File: config.mk
export PLATFORM = sky130hd
export DESIGN_NAME = i2c_req_arbiter
export DESIGN_NICKNAME = d
export VERILOG_FILES = /design/src/rtl/i2c_req_arbiter.sv
export SDC_FILE = /design/constraint.sdc
export NUM_CORES = 1
export LEC_CHECK = 0
export BUFFER_PORTS_ARGS = -buffer_cell sky130_fd_sc_hd__buf_4
export CAP_MARGIN = 20
export CORE_MARGIN = 1
export CORE_UTILIZATION = 45
export DETAILED_ROUTE_END_ITERATION = 16
export GPL_ROUTABILITY_DRIVEN = 0
export PLACE_DENSITY_LB_ADDON = 0.08
export SETUP_SLACK_MARGIN = 0.02
export SLEW_MARGIN = 40
export SYNTH_ARGS = -nofsm -noshare
export SYNTH_HDL_FRONTEND = slang
export SYNTH_SLANG_ARGS = --single-unit
File: constraint.sdc
create_clock -name clk_50 -period 2.9 [get_ports clk_50]
set_clock_uncertainty 0.2 [all_clocks]
set_input_delay 0.29 -clock clk_50 [delete_from_list [all_inputs] [get_ports clk_50]]
set_output_delay 0.29 -clock clk_50 [all_outputs]
set_load 0.005 [all_outputs]
File: src/rtl/i2c_req_arbiter.sv
// Round-robin arbiter that shares one I2C master among four requesters.
// Define I2C_ARB_TIMEOUT_EN to add the WAIT timeout counter and abort path.
module i2c_req_arbiter #(
    parameter logic [15:0] TIMEOUT_CYCLES = 16'd65535,
    parameter logic [7:0]  HOLDOFF_CYCLES = 8'd8
) (
    input  logic        clk_50,
    input  logic        rst,
    input  logic [3:0]  req,
    input  logic [27:0] req_addr,
    input  logic [3:0]  req_rw,
    input  logic [31:0] req_wdata,
    output logic [3:0]  gnt,
    output logic [3:0]  done,
    output logic [7:0]  rdata,
    output logic        nack,
    output logic        err_timeout,
    output logic        busy,
    output logic        m_start,
    output logic [6:0]  m_addr,
    output logic        m_rw,
    output logic [7:0]  m_wdata,
    output logic        m_abort,
    input  logic        m_done,
    input  logic        m_ack_ok,
    input  logic [7:0]  m_rdata
);

    typedef enum logic [1:0] {
        IDLE  = 2'd0,
        ISSUE = 2'd1,
        WAIT  = 2'd2,
        HOLD  = 2'd3
    } state_t;

    state_t      state_q, state_d;
    logic [3:0]  gnt_q, gnt_d;
    logic [3:0]  done_q, done_d;
    logic [7:0]  rdata_q, rdata_d;
    logic        nack_q, nack_d;
    logic [6:0]  m_addr_q, m_addr_d;
    logic        m_rw_q, m_rw_d;
    logic [7:0]  m_wdata_q, m_wdata_d;
    logic [1:0]  last_q, last_d;
    logic [7:0]  hold_cnt_q, hold_cnt_d;
    logic        hold_last;

    logic [1:0]  winner;
    logic        winner_vld;
    logic [1:0]  cand;

    logic [6:0]  addr_arr  [4];
    logic [7:0]  wdata_arr [4];

    generate
        for (genvar gi = 0; gi < 4; gi++) begin : g_unpack
            assign addr_arr[gi]  = req_addr[7*gi +: 7];
            assign wdata_arr[gi] = req_wdata[8*gi +: 8];
        end
    endgenerate

`ifdef I2C_ARB_TIMEOUT_EN
    logic [15:0] tmo_cnt_q, tmo_cnt_d;
    logic        err_q, err_d;
    logic        abort_q, abort_d;
    logic        tmo_hit;

    // Fires in the TIMEOUT_CYCLES-th WAIT cycle; zero behaves like one.
    assign tmo_hit = ({1'b0, tmo_cnt_q} + 17'd1) >= {1'b0, TIMEOUT_CYCLES};
`else
    logic        unused_tmo;

    assign unused_tmo = ^TIMEOUT_CYCLES;
`endif

    // HOLD spans HOLDOFF_CYCLES cycles, but never fewer than one.
    assign hold_last = ({1'b0, hold_cnt_q} + 9'd1) >= {1'b0, HOLDOFF_CYCLES};

    // Search starts just after the previous winner; offset 4 wraps back to it.
    always_comb begin
        winner     = last_q;
        winner_vld = 1'b0;
        cand       = '0;
        for (int k = 1; k <= 4; k++) begin
            cand = last_q + 2'(k);
            if (!winner_vld && req[cand]) begin
                winner     = cand;
                winner_vld = 1'b1;
            end
        end
    end

    always_comb begin
        state_d    = state_q;
        gnt_d      = gnt_q;
        done_d     = '0;
        rdata_d    = rdata_q;
        nack_d     = nack_q;
        m_addr_d   = m_addr_q;
        m_rw_d     = m_rw_q;
        m_wdata_d  = m_wdata_q;
        last_d     = last_q;
        hold_cnt_d = hold_cnt_q;
`ifdef I2C_ARB_TIMEOUT_EN
        tmo_cnt_d  = tmo_cnt_q;
        err_d      = err_q;
        abort_d    = 1'b0;
`endif
        case (state_q)
            IDLE: begin
                if (winner_vld) begin
                    state_d   = ISSUE;
                    gnt_d     = 4'b0001 << winner;
                    last_d    = winner;
                    m_addr_d  = addr_arr[winner];
                    m_rw_d    = req_rw[winner];
                    m_wdata_d = wdata_arr[winner];
                end
            end
            ISSUE: begin
                state_d = WAIT;
`ifdef I2C_ARB_TIMEOUT_EN
                tmo_cnt_d = '0;
`endif
            end
            WAIT: begin
                // A completion in the same cycle as the timeout wins.
                if (m_done) begin
                    if (m_rw_q) begin
                        rdata_d = m_rdata;
                    end
                    nack_d     = ~m_ack_ok;
                    done_d     = gnt_q;
                    gnt_d      = '0;
                    hold_cnt_d = '0;
                    state_d    = HOLD;
`ifdef I2C_ARB_TIMEOUT_EN
                    err_d      = 1'b0;
                end else if (tmo_hit) begin
                    abort_d    = 1'b1;
                    err_d      = 1'b1;
                    nack_d     = 1'b1;
                    done_d     = gnt_q;
                    gnt_d      = '0;
                    hold_cnt_d = '0;
                    state_d    = HOLD;
                end else begin
                    tmo_cnt_d  = tmo_cnt_q + 16'd1;
`endif
                end
            end
            HOLD: begin
                if (hold_last) begin
                    state_d = IDLE;
                end else begin
                    hold_cnt_d = hold_cnt_q + 8'd1;
                end
            end
            default: state_d = IDLE;
        endcase
    end

    always_ff @(posedge clk_50) begin
        if (rst) begin
            state_q    <= IDLE;
            gnt_q      <= '0;
            done_q     <= '0;
            rdata_q    <= '0;
            nack_q     <= 1'b0;
            m_addr_q   <= '0;
            m_rw_q     <= 1'b0;
            m_wdata_q  <= '0;
            last_q     <= 2'd3;
            hold_cnt_q <= '0;
`ifdef I2C_ARB_TIMEOUT_EN
            tmo_cnt_q  <= '0;
            err_q      <= 1'b0;
            abort_q    <= 1'b0;
`endif
        end else begin
            state_q    <= state_d;
            gnt_q      <= gnt_d;
            done_q     <= done_d;
            rdata_q    <= rdata_d;
            nack_q     <= nack_d;
            m_addr_q   <= m_addr_d;
            m_rw_q     <= m_rw_d;
            m_wdata_q  <= m_wdata_d;
            last_q     <= last_d;
            hold_cnt_q <= hold_cnt_d;
`ifdef I2C_ARB_TIMEOUT_EN
            tmo_cnt_q  <= tmo_cnt_d;
            err_q      <= err_d;
            abort_q    <= abort_d;
`endif
        end
    end

    assign gnt     = gnt_q;
    assign done    = done_q;
    assign rdata   = rdata_q;
    assign nack    = nack_q;
    assign busy    = (state_q != IDLE);
    assign m_start = (state_q == ISSUE);
    assign m_addr  = m_addr_q;
    assign m_rw    = m_rw_q;
    assign m_wdata = m_wdata_q;
`ifdef I2C_ARB_TIMEOUT_EN
    assign m_abort     = abort_q;
    assign err_timeout = err_q;
`else
    assign m_abort     = 1'b0;
    assign err_timeout = 1'b0;
`endif

endmodule

## After elaboration in Yosys (flattened, before gate mapping)

Index checks and enable logic that the tools add are counted.

| storage, ports and cells | value |
|---|---|
| flip-flop bits (word level) | 45 |

| operators by class | value |
|---|---|
| eq/ne operators | 7 |
| reductions and logical operators | 17 |
| mux-type cells | 34 |
| shift-type cells | 1 |
| $lt $le $gt $ge | 7 |
| add/subtract/negate cells | 5 |
| bitwise operators | 4 |

Operators by type and width:

| kind | number |
|---|---|
| two-way mux 8 bit | 4 |
| binary-select mux 8 bit (select 2 bit) | 1 |
| case mux 8 bit (2 select lines) | 1 |
| < comparator 2 x 3 -> 1 bit (second input constant) | 5 |
| binary-select mux 7 bit (select 2 bit) | 1 |
| two-way mux 2 bit | 7 |
| two-way mux 7 bit | 2 |
| AND reduction 3 bit | 4 |
| binary-select mux 1 bit (select 2 bit) | 5 |
| adder 8 x 1 -> 9 bit (second input constant) | 1 |
| >= comparator 9 x 4 -> 1 bit (second input constant) | 1 |
| two-way mux 1 bit | 9 |
| adder 8 x 1 -> 8 bit (second input constant) | 1 |
| two-way mux 4 bit | 2 |
| != test 2 bit (second input constant) | 4 |
| case mux 2 bit (4 select lines) | 1 |
| case mux 4 bit (2 select lines) | 1 |
| nonzero test 2 bit | 3 |
| adder 2 bit (second input constant) | 2 |
| == test 2 bit (second input constant) | 2 |
| AND reduction 2 bit | 2 |
| << shifter 1 x 2 -> 4 bit (first input constant) | 1 |
| >= comparator 3 bit (second input constant) | 1 |
| logical AND 1 bit | 3 |
| 7 further kinds | 11 |

## Depth between registers and ports, before layout

Gate-level depths: netlist of run 1.

| depth | value |
|---|---|
| depth after elaboration | 17 |
| gate-level depth with buffers | 9 |
| depth with buffers taken out | 7 |

## Worst setup path after synthesis of run 1

OpenSTA, ideal clock, no wires.

| timing path | value |
|---|---|
| path type | reg-to-reg |
| start | register state_q[0] |
| end | register m_rw_q, in the netlist m_rw |
| stages on the path, launching flop included | 10 |
| data required time | 2.626 ns |
| path buffers | 2 |
| path slack | 0.855 ns |
| period minus slack after synthesis | 2.045 ns |
| setup time | 0.074 ns |
| arrival | 1.771 ns |
| cell sequence | dfxtp_1 > inv_1 > ha_1 > o41ai_4 > nor2_1 > or4b_1 > buf_6 > buf_6 > a2bb2oi_1 > o21ai_0 |

| on the way | value |
|---|---|
| cells in the longest elaborated chain, start to end | 2 |

RTL lines:

| element | RTL line | RTL |
|---|---|---|
| from (decl) | 36 | `state_t state_q, state_d;` |
| from (signal assigned) | 181 | `state_q <= state_d;` |
| zero test 2 bit | 109 | `case (state_q)` |
| AND reduction 2 bit (no line) | n/a |  |
| to (signal assigned) | 187 | `m_rw_q <= m_rw_d;` |
| to (decl) | 42 | `logic m_rw_q, m_rw_d;` |

Every way passes these cells.
A chain may end at the register's enable or synchronous reset.

## Worst setup path in the final report of run 1

| timing path | value |
|---|---|
| start | register state_q[1] |
| end | register m_addr_q[6], in the netlist m_addr[6] |

| on the way | value |
|---|---|
| cells in the longest elaborated chain, start to end | 2 |

RTL lines:

| element | RTL line | RTL |
|---|---|---|
| zero test 2 bit | 109 |  |
| AND reduction 2 bit (no line) | n/a |  |
| to (signal assigned) | 186 | `m_addr_q <= m_addr_d;` |
| to (decl) | 41 | `logic [6:0] m_addr_q, m_addr_d;` |

Every way passes these cells.

==> results of run 1 <==
[Yosys cell counts (all sizes together) (3+ instances only)]
master | n | share of area
a21oi | 5 | 0.011
a2bb2oi | 17 | 0.066
and2 | 9 | 0.025
buf | 10 | 0.037
clkbuf | 5 | 0.0089
dfxtp | 45 | 0.40
ha | 7 | 0.039
inv | 5 | 0.0084
mux2i | 42 | 0.19
nand2 | 5 | 0.0084
nand2b | 3 | 0.0084
nor2 | 23 | 0.039
nor2b | 5 | 0.014
nor3 | 3 | 0.0067
o21ai | 17 | 0.038
[worst max-delay path: stages, from the launching register on]
cell and delay, ns:
dfxtp_1 0.35, inv_1 0.12, ha_1 0.26, o41ai_4 0.15
nor2_1 0.12, or4b_1 0.75, a2bb2oi_1 0.24, o21ai_0 0.09
[flip-flops by register name, indices dropped and copies added, names as in the netlist]
signal and flops:
done 4, gnt 4, hold_cnt_q 8, last_q 2, m_addr 7, m_rw 1
m_wdata 8, nack 1, rdata 8, state_q 2
[per-stage QoR]
step | total power (W) | hold WS, ns
floorplan | 0.00174 | 0.230
global placement | 0.00216 | 0.245
detailed placement | 0.00219 | 0.249
CTS | 0.00276 | 0.0125
global route | 0.00292 | 0.00659
finish | 0.00273 | 0.0199
[power by group]
group	switching, W	total [W]	internal [W]
combinational	0.000587	0.00128	0.000692
clock	0.000217	0.000564	0.000347
sequential	0.000108	0.000885	0.000778
total	0.000912	0.00273	0.00182
[cell type report]
cell class / count / share of cell area
clock inverter: 3 / 0.0211
sequential: 45 / 0.276
tap: 67 / 0.0257
multi-input combinational: 164 / 0.379
inverter: 5 / 0.00575
timing repair buffer: 118 / 0.271
clock buffer: 5 / 0.0211
[routing by layer]
metal  global-route usage  vias to the layer above  part of all wire
li1                     -                     1032                 -
met1                0.230                      945              0.43
met3               0.0525                        6             0.069
met4               0.0523                        0            0.0090
met2                0.362                       71              0.49
met5                    0                        -                 0
[worst max path at each step]
| stage | from | endpoint | slack (ns) |
|---|---|---|---|
| 2_1_floorplan | state_q[0]$_SDFFE_PP0P_ | m_rw$_SDFFE_PP0P_ | 0.86 |
| 3_3_place_gp | state_q[0]$_SDFFE_PP0P_ | m_rw$_SDFFE_PP0P_ | 0.66 |
| 3_5_place_dp | state_q[1]$_SDFFE_PP0P_ | m_addr[4]$_SDFFE_PP0P_ | 0.57 |
| 4_1_cts | state_q[1]$_SDFFE_PP0P_ | m_addr[6]$_SDFFE_PP0P_ | 0.52 |
| 5_1_grt | state_q[1]$_SDFFE_PP0P_ | m_addr[6]$_SDFFE_PP0P_ | 0.39 |
| 6_report | state_q[1]$_SDFFE_PP0P_ | m_addr[6]$_SDFFE_PP0P_ | 0.53 |
[logic make-up (layout without fill, tap and decap cells)]
group	after synthesis	count (layout)	share of synthesized area
and+or+nand+nor	58	58	0.133
DFF	45	45	0.402
adders and majority gates	7	7	0.0391
buffers and inverters	20	131	0.0541
muxes	43	43	0.193
other	1	2	0.00167
AOI/OAI and AO/OA	54	54	0.177
==> impl_results.md, run 1 <==
- CTS Hold Buffers Added: 0
- Min-delay src: m_rdata[4]
- Worst slew pin tran: 0.584 ns
- Total CTS buffers: 5
- Peak supply drop: 0.483 mV
- Sequential cell area: 901 um2
- Gr ovfl total: 0
- Unique masters post-synth: 43
- Placed Instances: 399
- DIE WIDTH: 72.6 um
- CTS tree: done
- 1st-iter DRT viols: 72
- Max-cap violations: 0
- Total power density per cell area: 836 nW/um2
- Worst Setup End Kind: flop
- Starting density of the core: 0.472
- Synth-to-Final Area Change: 45.6%
- Post-Place Cell Area: 3130 um2
- Via density: 5.05
- Die Span Y: 72.6 um
- Max-slew violations: 0
- Total of fill cells in the finished design: 413
- Clock buffer depth: 2
- Util after Layout: 0.687
- Share of post-route cells with drive strength above 1: 0.385
- Mapped Area: 2240 um2
- Clock Pin Slew Worst Setup and Hold Paths: 0.09 ns
- Syn_area_per_cell: 9.83 um2
- Slew HR: 0.611
- RSZ-0062 raised after global routing: no
- Vias in the first global route: 1,913
- Routed WL per cell: 13.1 um
- Post-Place Setup Slack: 0.568 ns
- Setup Buffers After CTS: 0
- Core area: 4750 um2
- First-pass GRT wire length: 8250 um
- Overall routing resource usage: 0.199
- Setup TNS: 0 ns
- Initial DRT Pass Iterations: 4
- Max Freq: 423 MHz
- DR DRC count: 0
- EDFF count, synth: 0
- Clock root cell: clkbuf_8
- Yosys warns: 0
- Clk sink count: 45
- Worst endpoint required time: 2.92 ns
- Hold EP: rdata[4]$_SDFFE_PP0P_
- Fin nets: 426
- Hold path cells: 3
- WL final: 5330 um
- Final Cell Area: 3270 um2
- Post-DP HPWL: 4030 um
- Vias post-DR: 2,054
- Ant diodes: 0
- Port buffer count: 114
- PnR worst setup slack: 0.535 ns
- Synth Flop Type: dfxtp_1
- Hold Crit Class: in -> reg
- FF+latch count, synth: 45
- Worst r2r src: state_q[1]$_SDFFE_PP0P_
- Final hold vios: 0
- Detail Route Antenna Nets: 0
- Die area: 5270 um2
- Initial antenna violation count: 0
- CP max FO: 16
- Post-CTS sizing: 0
- Leak pwr: 1.63 nW
- Post-synthesis sequential area ratio: 0.402
- CP startpoint kind: flop
- Ports: 117
- Flop-to-flop setup slack: 0.53 ns
- Crit Path Class: reg -> reg
- Pin count of the biggest net entering global routing: 24
- Final setup vio count: 0
- Commonest non-fill, non-tap cell in the layout: buf_4
- Period utilisation layout: 0.816
- Synth Instances: 228
- Outcome: complete, no violations
- Reg2reg end: m_addr[6]$_SDFFE_PP0P_
- Most frequent cells in the layout: buf_4 (118), dfxtp_1 (45), mux2i_1 (42), nor2_1 (23), a2bb2oi_1 (17)
- Ys async rst share: 0
- Skew-Pair Late Insertion Delay: 0.29 ns
- Tmin final: 2.37 ns
- CTS H-Tree Depth: 2
- R2R depth: 7
- Final std cells w/o fill: 407
- Multi-input logic area: 1240 um2
- Arr. time, crit path: 2.38 ns
- Rows: 25
(Power assumes the default switching activity.)
==> run 2: changes to the inputs <==
==> constraint.sdc (replaced) <==
create_clock -name clk_50 -period 2.19 [get_ports clk_50]
set_clock_uncertainty 0.2 [all_clocks]
set_input_delay 0.219 -clock clk_50 [delete_from_list [all_inputs] [get_ports clk_50]]
set_output_delay 0.219 -clock clk_50 [all_outputs]
set_load 0.005 [all_outputs]
==> run 2 against run 1 <==
  * The run now ends with negative hold slack left
  * Die area unchanged
  * Maximum frequency is 15% higher
  * Sequential power up 32%
  * Final area grew 8.9%
  * Power up 32%
  * Largest cell class unchanged
  * Largest power group unchanged
==> impl_results.md, run 2 (synthesis gave the netlist of run 1 again) <==
- Die Span Y: 72.6 um
- Total of fill cells in the finished design: 371
- Rows: 25
- Total CTS buffers: 5
- Max-slew violations: 0
- Min-delay src: req_addr[10]
- Starting density of the core: 0.472
- Slowest cell delay on critical path: 0.37 ns
- Peak supply drop: 0.649 mV
- CP startpoint kind: flop
- Vias post-DR: 2,180
- Core area: 4750 um2
- Final setup vio count: 0
- Worst hold slack: -0.00231 ns
- Hold EP: m_addr[3]$_SDFFE_PP0P_
- Clock buffer depth: 2
- Port buffer count: 114
- Failing checks: negative hold slack
- Placed Instances: 402
- WL final: 5950 um
- CP Launch Point: hold_cnt_q[0]$_SDFFE_PP0P_
- Initial antenna violation count: 0
- 1st-iter DRT viols: 53
- Ports: 117
- CP cell instances: ha_1, nor2b_1, a41oi_1, or2_2, o311ai_1, a21bo_2
- Tmin final: 2.06 ns
- Worst Setup End Kind: flop
- Total power density per cell area: 1010 nW/um2
- Clock Pin Slew Worst Setup and Hold Paths: 0.09 ns
- Hold path cells: 3
- Leak pwr: 1.74 nW
- Final hold vios: 1
- Vias in the first global route: 2,001
- Detail Route Antenna Nets: 0
- Post-DP HPWL: 4120 um
- First-pass GRT wire length: 8950 um
- Critical-path top delay cell: or2_2
- DR DRC count: 0
- RSZ-0062 raised after global routing: yes
- Routed WL per cell: 13.6 um
- Synth-to-Final Area Change: 58.6%
- Slew HR: 0.534
- Share of post-route cells with drive strength above 1: 0.382
- Arr. time, crit path: 2.06 ns
- Fin nets: 455
- Ant diodes: 0
- DIE WIDTH: 72.6 um
- Overall routing resource usage: 0.221
- CP max FO: 5
- Power Total: 0.00360 W
- Worst r2r src: hold_cnt_q[0]$_SDFFE_PP0P_
- Period utilisation layout: 0.942
- Skew-Pair Late Insertion Delay: 0.30 ns
- Pin count of the biggest net entering global routing: 24
- R2R depth: 6
- CTS H-Tree Depth: 2
- Clk sink count: 45
- Max-cap violations: 0
- Worst endpoint required time: 2.19 ns
- Max Freq: 485 MHz
- Worst slew pin tran: 0.696 ns
- Flop-to-flop setup slack: 0.13 ns
- Hold Crit Class: in -> reg
- Setup TNS: 0 ns
- Gr ovfl total: 0
- Initial DRT Pass Iterations: 4
- Most frequent cells in the layout: buf_4 (120), dfxtp_1 (45), mux2i_1 (42), dlygate4sd3_1 (25), nor2_1 (23)
- Commonest non-fill, non-tap cell in the layout: buf_4
- Outcome: finished, violations left
- Crit Path Class: reg -> reg
- Final std cells w/o fill: 436
- Die area: 5270 um2
- Clock root cell: clkbuf_8
- Reg2reg end: hold_cnt_q[2]$_SDFFE_PP0P_
- CTS tree: done
- Via density: 5.00
run 2: metrics by stage:
stage | util | instance area, um2 | worst slack (ns)
after floorplan | - | 2250 | 0.145
final | 0.748 | 3560 | 0.126
after detailed placement | 0.668 | 3180 | -0.000901
after global routing | 0.748 | 3560 | 0.0183
after CTS | 0.742 | 3530 | 0.0672
after global placement | 0.668 | 3180 | -0.186
run 2: per-layer routing:
| layer | up-vias | routed length, um | global-route usage |
|---|---|---|---|
| met5 | - | 0 | 0 |
| met4 | 0 | 108 | 0.0784 |
| met3 | 11 | 389 | 0.0552 |
| met2 | 71 | 3060 | 0.400 |
| met1 | 1000 | 2390 | 0.253 |
| li1 | 1098 | - | - |
run 2: worst max path at each step:
stage	endpoint	slack [ns]	cells past startpoint
floorplan	m_rw$_SDFFE_PP0P_	0.15	9
finish	hold_cnt_q[2]$_SDFFE_PP0P_	0.13	6
global route	hold_cnt_q[2]$_SDFFE_PP0P_	0.02	6
detailed placement	hold_cnt_q[0]$_SDFFE_PP0P_	-0.0009	6
global placement	m_addr[4]$_SDFFE_PP0P_	-0.19	5
CTS	m_wdata[4]$_SDFFE_PP0P_	0.07	8
run 2: report_power, final:
part | internal, W | leakage, nW | switching (W) | total [W]
Clock | 0.000227 | 0.0445 | 0.000296 | 0.000523
Combinational | 0.00106 | 1.33 | 0.000847 | 0.00191
Sequential | 0.00103 | 0.367 | 0.000140 | 0.00117
Total | 0.00232 | 1.74 | 0.00128 | 0.00360
run 2: timing repair:
item,in CTS,in global routing
buffers inserted,0,1
pin swaps,0,1
endpoints found under the setup margin,4,18
resized for setup,2,6
hold buffers,25,0
endpoints found under the hold margin,17,0
run 2: worst max-delay path: cells and delay by family, from the launching register on:
kind                     cells  cell delay, ns
AO/OA/AOI/OAI                3            0.68
adder cells (fa/ha/maj)      1            0.24
flip-flops                   1            0.36
AND/OR/NAND/NOR              2            0.49
run 2: layout make-up:
cell class | instances | area [um2] | share of cell area
tap | 67 | 83.8 | 0.0236
inverter | 5 | 18.8 | 0.00528
sequential | 45 | 901 | 0.253
clock buffer | 5 | 68.8 | 0.0194
timing repair buffer | 147 | 1190 | 0.335
multi-input combinational | 164 | 1270 | 0.357
clock inverter | 3 | 21.3 | 0.00598
